**src/rtl/mem_lsu_pkg.sv**
```systemverilog
// Shared constants for the MEM-stage load/store unit: opcodes, bus widths,
// FSM encodings, byte-lane selects and opcode classification helpers.
package mem_lsu_pkg;

    typedef logic [31:0] reg_bus_t;
    typedef logic [4:0]  reg_addr_t;

    localparam reg_bus_t  ZERO_WORD     = 32'h0000_0000;
    localparam logic      WRITE_DISABLE = 1'b0;
    localparam reg_addr_t NOP_REG_ADDR  = 5'b00000;

    localparam logic [7:0] EXE_ADDU_OP = 8'b0010_0001;
    localparam logic [7:0] EXE_LB_OP   = 8'b1110_0000;
    localparam logic [7:0] EXE_LBU_OP  = 8'b1110_0100;
    localparam logic [7:0] EXE_LH_OP   = 8'b1110_0001;
    localparam logic [7:0] EXE_LHU_OP  = 8'b1110_0101;
    localparam logic [7:0] EXE_LW_OP   = 8'b1110_0011;
    localparam logic [7:0] EXE_SB_OP   = 8'b1110_1000;
    localparam logic [7:0] EXE_SH_OP   = 8'b1110_1001;
    localparam logic [7:0] EXE_SW_OP   = 8'b1110_1011;

    localparam logic [1:0] ST_IDLE = 2'd0;
    localparam logic [1:0] ST_WAIT = 2'd1;
    localparam logic [1:0] ST_HOLD = 2'd2;

    // Big-endian lanes: address offset 0 lives in the most significant byte.
    localparam logic [3:0] SEL_NONE    = 4'b0000;
    localparam logic [3:0] SEL_BYTE_0  = 4'b1000;
    localparam logic [3:0] SEL_BYTE_1  = 4'b0100;
    localparam logic [3:0] SEL_BYTE_2  = 4'b0010;
    localparam logic [3:0] SEL_BYTE_3  = 4'b0001;
    localparam logic [3:0] SEL_HALF_HI = 4'b1100;
    localparam logic [3:0] SEL_HALF_LO = 4'b0011;
    localparam logic [3:0] SEL_WORD    = 4'b1111;

    function automatic logic is_load(input logic [7:0] op);
        return (op == EXE_LB_OP) || (op == EXE_LBU_OP) || (op == EXE_LH_OP) ||
               (op == EXE_LHU_OP) || (op == EXE_LW_OP);
    endfunction

    function automatic logic is_store(input logic [7:0] op);
        return (op == EXE_SB_OP) || (op == EXE_SH_OP) || (op == EXE_SW_OP);
    endfunction

    function automatic logic is_misaligned(input logic [7:0] op, input logic [1:0] addr_lo);
        logic r;
        r = 1'b0;
        if ((op == EXE_LH_OP) || (op == EXE_LHU_OP) || (op == EXE_SH_OP))
            r = addr_lo[0];
        else if ((op == EXE_LW_OP) || (op == EXE_SW_OP))
            r = |addr_lo;
        return r;
    endfunction

endpackage

```
**src/rtl/mem_lsu_align.sv**
```systemverilog
// Combinational byte-lane logic: store byte enables and replicated data,
// plus extraction and sign/zero extension of load data.
module mem_align
    import mem_lsu_pkg::*;
(
    input  logic [7:0]  aluop,
    input  logic [1:0]  addr_lo,
    input  logic [31:0] store_data,
    input  logic [31:0] load_word,
    output logic [3:0]  sel,
    output logic [31:0] wdata,
    output logic [31:0] load_data
);

    logic [3:0]  byte_sel;
    logic [7:0]  byte_val;
    logic [15:0] half_val;

    always_comb begin
        byte_sel = SEL_BYTE_0;
        byte_val = load_word[31:24];
        case (addr_lo)
            2'b00: begin byte_sel = SEL_BYTE_0; byte_val = load_word[31:24]; end
            2'b01: begin byte_sel = SEL_BYTE_1; byte_val = load_word[23:16]; end
            2'b10: begin byte_sel = SEL_BYTE_2; byte_val = load_word[15:8];  end
            default: begin byte_sel = SEL_BYTE_3; byte_val = load_word[7:0]; end
        endcase
    end

    // Halfwords use addr[1] only; addr[0] is dropped, which forces alignment.
    assign half_val = addr_lo[1] ? load_word[15:0] : load_word[31:16];

    always_comb begin
        sel       = SEL_NONE;
        wdata     = ZERO_WORD;
        load_data = ZERO_WORD;
        case (aluop)
            EXE_LB_OP: begin
                sel       = byte_sel;
                load_data = {{24{byte_val[7]}}, byte_val};
            end
            EXE_LBU_OP: begin
                sel       = byte_sel;
                load_data = {24'h0, byte_val};
            end
            EXE_LH_OP: begin
                sel       = addr_lo[1] ? SEL_HALF_LO : SEL_HALF_HI;
                load_data = {{16{half_val[15]}}, half_val};
            end
            EXE_LHU_OP: begin
                sel       = addr_lo[1] ? SEL_HALF_LO : SEL_HALF_HI;
                load_data = {16'h0, half_val};
            end
            EXE_LW_OP: begin
                sel       = SEL_WORD;
                load_data = load_word;
            end
            EXE_SB_OP: begin
                sel   = byte_sel;
                wdata = {4{store_data[7:0]}};
            end
            EXE_SH_OP: begin
                sel   = addr_lo[1] ? SEL_HALF_LO : SEL_HALF_HI;
                wdata = {2{store_data[15:0]}};
            end
            EXE_SW_OP: begin
                sel   = SEL_WORD;
                wdata = store_data;
            end
            default: ;
        endcase
    end

endmodule

```
**src/rtl/mem_lsu.sv**
```systemverilog
// MEM-stage load/store unit: bus master FSM (IDLE/WAIT/HOLD), ack timeout and
// MEM/WB passthrough. Optional MEM_ALIGN_CHECK_EN rejects misaligned accesses.
module mem_lsu
    import mem_lsu_pkg::*;
#(
    parameter int ACK_TIMEOUT = 255
) (
    input  logic        clk,
    input  logic        rst,
    input  logic [4:0]  mem_wd_i,
    input  logic        mem_wreg_i,
    input  logic [31:0] mem_wdata_i,
    input  logic [31:0] mem_hi_i,
    input  logic [31:0] mem_lo_i,
    input  logic        mem_whilo_i,
    input  logic [7:0]  mem_aluop_i,
    input  logic [31:0] mem_addr_i,
    input  logic [31:0] mem_reg2_i,
    output logic [4:0]  wb_wd,
    output logic        wb_wreg,
    output logic [31:0] wb_wdata,
    output logic [31:0] wb_hi,
    output logic [31:0] wb_lo,
    output logic        wb_whilo,
    output logic        bus_req,
    output logic        bus_we,
    output logic [31:0] bus_addr,
    output logic [3:0]  bus_sel,
    output logic [31:0] bus_wdata,
    input  logic [31:0] bus_rdata,
    input  logic        bus_ack,
    output logic        stallreq,
    output logic        bus_err,
    output logic [1:0]  fsm_state
`ifdef MEM_ALIGN_CHECK_EN
    ,
    output logic        misalign_o
`endif
);

    localparam logic [7:0] TIMEOUT_LAST = 8'(ACK_TIMEOUT - 1);

    logic [1:0]  state;
    logic [7:0]  cnt;
    logic [31:0] rdata_q;
    logic        misalign_q;
    logic        load_op;
    logic        mem_op;
    logic        misalign;
    logic [3:0]  sel_c;
    logic [31:0] wdata_c;
    logic [31:0] load_data_c;

    assign load_op   = is_load(mem_aluop_i);
    assign mem_op    = load_op | is_store(mem_aluop_i);
    assign fsm_state = state;

`ifdef MEM_ALIGN_CHECK_EN
    assign misalign   = is_misaligned(mem_aluop_i, mem_addr_i[1:0]);
    assign misalign_o = misalign_q;
`else
    assign misalign   = 1'b0;
`endif

    // The EX/MEM register is stalled through HOLD, so aluop/addr still
    // describe this access when rdata_q is aligned for writeback.
    mem_align u_align (
        .aluop      (mem_aluop_i),
        .addr_lo    (mem_addr_i[1:0]),
        .store_data (mem_reg2_i),
        .load_word  (rdata_q),
        .sel        (sel_c),
        .wdata      (wdata_c),
        .load_data  (load_data_c)
    );

    always_ff @(posedge clk) begin
        if (rst) begin
            state      <= ST_IDLE;
            cnt        <= 8'd0;
            rdata_q    <= ZERO_WORD;
            misalign_q <= 1'b0;
            bus_req    <= 1'b0;
            bus_we     <= 1'b0;
            bus_sel    <= SEL_NONE;
            bus_addr   <= ZERO_WORD;
            bus_wdata  <= ZERO_WORD;
            bus_err    <= 1'b0;
        end else begin
            bus_err    <= 1'b0;
            misalign_q <= 1'b0;
            case (state)
                ST_IDLE: begin
                    if (mem_op) begin
                        if (misalign) begin
                            misalign_q <= 1'b1;
                            state      <= ST_HOLD;
                        end else begin
                            bus_addr  <= {mem_addr_i[31:2], 2'b00};
                            bus_sel   <= sel_c;
                            bus_we    <= ~load_op;
                            bus_wdata <= wdata_c;
                            bus_req   <= 1'b1;
                            state     <= ST_WAIT;
                        end
                    end
                end
                ST_WAIT: begin
                    if (bus_ack) begin
                        bus_req <= 1'b0;
                        bus_we  <= 1'b0;
                        bus_sel <= SEL_NONE;
                        rdata_q <= bus_rdata;
                        state   <= ST_HOLD;
                    end else if (cnt == TIMEOUT_LAST) begin
                        bus_req <= 1'b0;
                        bus_we  <= 1'b0;
                        bus_sel <= SEL_NONE;
                        bus_err <= 1'b1;
                        state   <= ST_HOLD;
                    end else begin
                        cnt <= cnt + 8'd1;
                    end
                end
                ST_HOLD: begin
                    cnt   <= 8'd0;
                    state <= ST_IDLE;
                end
                default: state <= ST_IDLE;
            endcase
        end
    end

    // bus_err and misalign_q are high only in the HOLD that follows an abort.
    always_comb begin
        wb_wd    = mem_wd_i;
        wb_wreg  = mem_wreg_i;
        wb_wdata = mem_wdata_i;
        wb_hi    = mem_hi_i;
        wb_lo    = mem_lo_i;
        wb_whilo = mem_whilo_i;
        stallreq = 1'b0;
        if (rst) begin
            wb_wd    = NOP_REG_ADDR;
            wb_wreg  = WRITE_DISABLE;
            wb_wdata = ZERO_WORD;
            wb_hi    = ZERO_WORD;
            wb_lo    = ZERO_WORD;
            wb_whilo = WRITE_DISABLE;
        end else if (mem_op) begin
            case (state)
                ST_IDLE, ST_WAIT: stallreq = 1'b1;
                ST_HOLD: begin
                    if (load_op)
                        wb_wdata = load_data_c;
                    if (bus_err || misalign_q)
                        wb_wreg = WRITE_DISABLE;
                end
                default: stallreq = 1'b0;
            endcase
        end
    end

endmodule

```
**config.mk**
```make
export PLATFORM = sky130hd
export DESIGN_NAME = mem_lsu
export DESIGN_NICKNAME = d
export VERILOG_FILES = /design/src/rtl/mem_lsu_pkg.sv /design/src/rtl/mem_lsu_align.sv /design/src/rtl/mem_lsu.sv
export SDC_FILE = /design/constraint.sdc
export NUM_CORES = 1
export LEC_CHECK = 0
export BUFFER_PORTS_ARGS = -buffer_cell sky130_fd_sc_hd__buf_2
export CAP_MARGIN = 20
export CORE_AREA = 2 2 149 151
export CTS_CLUSTER_DIAMETER = 80
export DETAILED_ROUTE_END_ITERATION = 16
export DIE_AREA = 0 0 151 153
export GPL_TIMING_DRIVEN = 0
export HOLD_SLACK_MARGIN = 0.02
export PLACE_DENSITY = 0.66
export REMOVE_ABC_BUFFERS = 1
export SKIP_CTS_REPAIR_TIMING = 1
export SLEW_MARGIN = 30
export SYNTH_ARGS = -nofsm -noshare
export SYNTH_HDL_FRONTEND = slang
export SYNTH_SLANG_ARGS = --single-unit
```
**constraint.sdc**
```tcl
create_clock -name clk -period 1.95 [get_ports clk]
set_input_delay 0.195 -clock clk [delete_from_list [all_inputs] [get_ports clk]]
set_output_delay 0.195 -clock clk [all_outputs]
set_load 0.01 [all_outputs]
```
==> impl_metrics.py <==
metrics = {
    "status": {
        "status": "complete, but fails checks",
        "violated_checks": "setup timing",
    },
    "global_routing": {
        "grtUsageTotal_pct": 20.0,
        "grt_remaining_overflow": 0,
        "initial_antenna_violation_count": 0,
        "grt_start_max_net_pins": 97,
        "vias_in_the_first_global_route": 6442,
        "grt_first_pass_wirelength_um": 36000,
    },
    "timing": {
        "worst_slack_ns": -0.284,
        "setup_total_negative_slack_ns": -6.69,
        "number_of_setup_violations_in_the_final_report": 37,
        "rsz0062_at_grt": "true",
        "final.min_clock_period_ns": 2.23,
        "timing.max_slew.rel_slack_pct": 55.2,
        "timing.final.crit_share_pct": 115,
        "final_count_of_pins_violating_max_slew": 0,
        "worst_max_slew_pin_slew_ns": 0.667,
        "fin_skew_ns": 0.0138,
        "hold_violations": 0,
        "fmax_mhz": 448,
    },
    "die": {
        "effective_utilization_at_floorplan_pct": 28.0,
        "placement_rows": 54,
        "die_height_um": 153,
        "die_area_sq_mm": 0.0231,
        "design.core.area_sq_mm": 0.0215,
        "die_width_um": 151,
        "ios": 387,
    },
    "power_and_ir_drop": {
        "peakVddDrop_mv": 0.289,
        "power-per-cell-area_mw_per_mm2": 560,
        "power_leakage_nw": 3.93,
    },
    "worst_setup_path": {
        "worstPathCellList": "and2b_4 -> o2111a_2 -> clkbuf_16 -> o21ai_0 -> a21oi_1 -> buf_2",
        "worst_ep_arrival_time_ns": 2.04,
        "worstReg2RegEnd": "bus_wdata[18]",
        "cp_max_fo": 9,
        "critPathLaunch": "fsm_state[0]",
        "critPathBufInv": 2,
        "reg2reg_slack_ns": -0.10,
        "worst_r2r_path_depth": 7,
        "crit_family": "compound AO/OA/AOI/OAI gates",
        "slowest_stage": "sky130_fd_sc_hd__dfxtp_4",
        "worst_r2r_startpoint": "fsm_state[0]",
        "crit_path_max_incr_delay_ns": 0.35,
        "crit_type": "reg -> out",
        "critPathCaptureType": "output port",
        "crit_required_ns": 1.75,
        "setup.worst_path.start_class": "flop",
    },
    "cells_and_area": {
        "layout-drive-gt1-share_pct": 40.9,
        "multiInputGateArea_sq_mm": 0.00361,
        "finalCoreUtilization_pct": 41.4,
        "syn2layout_area_growth_pct": 47.9,
        "num-fill-cells": 2217,
        "layout.area.seq_sq_mm": 0.00223,
        "final_nets": 1376,
    },
    "min_path": {
        "hold_start": "mem_reg2_i[28]",
        "min-delay-path-class": "in -> reg",
        "worst_hold_endpoint": "bus_wdata[28]",
        "worst_hold_path.num_cells": 3,
    },
    "clock_network": {
        "cts.reportedPaths.clkPinSlew_ns": 0.08,
        "later_pin_clock_latency_in_the_skew_report_ns": 0.35,
        "htreeDepth": 3,
        "cts_buffer_depth": 2,
        "tritoncts_clock_tree": "done",
        "clock-root-buffer": "sky130_fd_sc_hd__clkbuf_16",
        "cts-buffers-inserted": 9,
        "cts_sinks": 111,
    },
    "drt": {
        "routed-via-count": 7206,
        "wire_per_inst_um": 17.8,
        "dr.first_iter.drc_count": 355,
        "postRouteAntennaNets": 0,
        "drt-total-wl_um": 25800,
        "drtPass1Iterations": 5,
        "viasPerCell": 4.97,
        "drc": 0,
    },
    "place": {
        "routability_cong": 0.835,
        "detailed_place_hpwl_um": 18900,
        "io_buffer_count": 384,
    },
    "job": {
        "timing.max_cap.violations": 0,
    },
    "logic_synthesis": {
        "post_synth_num_cell_types": 59,
        "synthMostInstantiatedCell": "sky130_fd_sc_hd__nand2_1",
        "synthTopCellsByCount": "sky130_fd_sc_hd__nand2_1, sky130_fd_sc_hd__a21oi_1, sky130_fd_sc_hd__dfxtp_1",
        "synth_area_leaders": "sky130_fd_sc_hd__dfxtp_1, sky130_fd_sc_hd__a21oi_1, sky130_fd_sc_hd__nand2_1",
        "synthCells": 804,
        "seq_area_frac_synth_pct": 37.0,
        "synth.avg_cell_area_sq_um": 7.47,
        "synth_flop_cell": "sky130_fd_sc_hd__dfxtp_1",
        "ys.warnings.count": 0,
        "yosys.area.top_type": "sky130_fd_sc_hd__dfxtp_1",
        "synth_largest_type_area_fraction_pct": 37.0,
        "synth_enable_flop_cells": 0,
        "post_synthesis_instance_area_sq_mm": 0.00601,
        "ys_ff_latch": 111,
        "synth_async_sr_flop_share_pct": 0,
    },
}
## per-layer routing
metal	wire length, um	vias to the layer above	share of wire (%)	track usage [%]
met4	403	0	1.6	5.43
met1	10600	3300	41	24.5
li1	-	3522	-	-
met3	1840	25	7.1	3.31
met5	0	-	0	0
met2	13000	359	50	36.0
## cells by family (layout without fill, tap and decap cells)
| kind of cell | count (synthesis) | after routing | synth area share, % |
|---|---|---|---|
| AOI/OAI and AO/OA | 270 | 271 | 27.3 |
| buffers and inverters | 80 | 443 | 5.85 |
| muxes | 17 | 17 | 2.83 |
| other | 1 | 3 | 0.0624 |
| adders and majority gates | 2 | 2 | 0.416 |
| DFF | 111 | 111 | 37.0 |
| and+or+nand+nor | 323 | 323 | 26.6 |
## final cells by class
cell class              count  area share (%)
repair buffers            415            26.5
flip-flops and latches    111            25.1
inverters                  12           0.577
multi-input cells         615            40.6
clock buffers              11            2.73
well taps                 280            3.94
clock inverters             5           0.479
diodes                      1          0.0282
## report_power, final
group / switching, mW / total, mW / internal, mW / leakage (nW)
clock: 0.929 / 1.85 / 0.918 / 0.130
combinational: 0.468 / 0.842 / 0.373 / 2.90
sequential: 0.0109 / 2.29 / 2.28 / 0.896
## worst reg2reg max path: cells and delay by family (launching register included)
family	cells	cell delay, ns
compound gates	2	0.33
simple gates	2	0.78
buf+inv	3	0.51
flops	1	0.35
## state kept, by name (all words and copies together), names as in the netlist
register / cells
fsm_state: 2
bus_sel: 4
bus_req: 1
bus_we: 1
rdata_q: 32
cnt: 8
bus_wdata: 32
bus_addr: 30
bus_err: 1
## layout by cell type (no fill, tap or decap), drive strengths merged, types with 3 or more instances in the layout
cell type / netlist / layout
buf: 31 / 410
inv: 11 / 12
clkbuf: 37 / 16
a32oi: 4 / 4
clkinvlp: 0 / 4
nor2: 38 / 38
nand2: 149 / 149
dfxtp: 111 / 111
or3: 12 / 12
o2bb2ai: 5 / 5
a21oi: 127 / 127
o211ai: 3 / 3
a21boi: 7 / 7
a211oi: 8 / 8
and2: 10 / 10
nor2b: 72 / 72
o22ai: 6 / 6
nor4: 3 / 3
mux2i: 17 / 17
nor3: 5 / 5
nand3: 7 / 7
a22o: 5 / 5
o21ai: 51 / 51
nand2b: 6 / 6
or3b: 5 / 5
a22oi: 35 / 35
a31oi: 7 / 7
## worst max-delay path by stage
stage                   endpoint  cells after the start
floorplan           wb_wdata[10]                      4
global placement    wb_wdata[28]                      5
detailed placement  wb_wdata[12]                      6
CTS                 wb_wdata[12]                      5
global route        wb_wdata[21]                      6
finish              wb_wdata[21]                      6
## per-stage QoR
step | std cells | power, mW | setup WS [ns] | hold WS, ns | area, sq um
6_report | 1450 | 4.98 | -0.284 | 0.0379 | 8890
5_1_grt | 1449 | 5.17 | -0.317 | 0.0262 | 8880
4_1_cts | 1424 | 4.99 | -1.01 | 0.0166 | 8410
3_5_place_dp | 1408 | 3.15 | -0.890 | 0.404 | 8120
3_3_place_gp | 1401 | 3.13 | -3.33 | 0.394 | 7980
2_1_floorplan | 737 | 2.63 | -0.200 | 0.264 | 5710
Power figures use the tool's default switching activity.
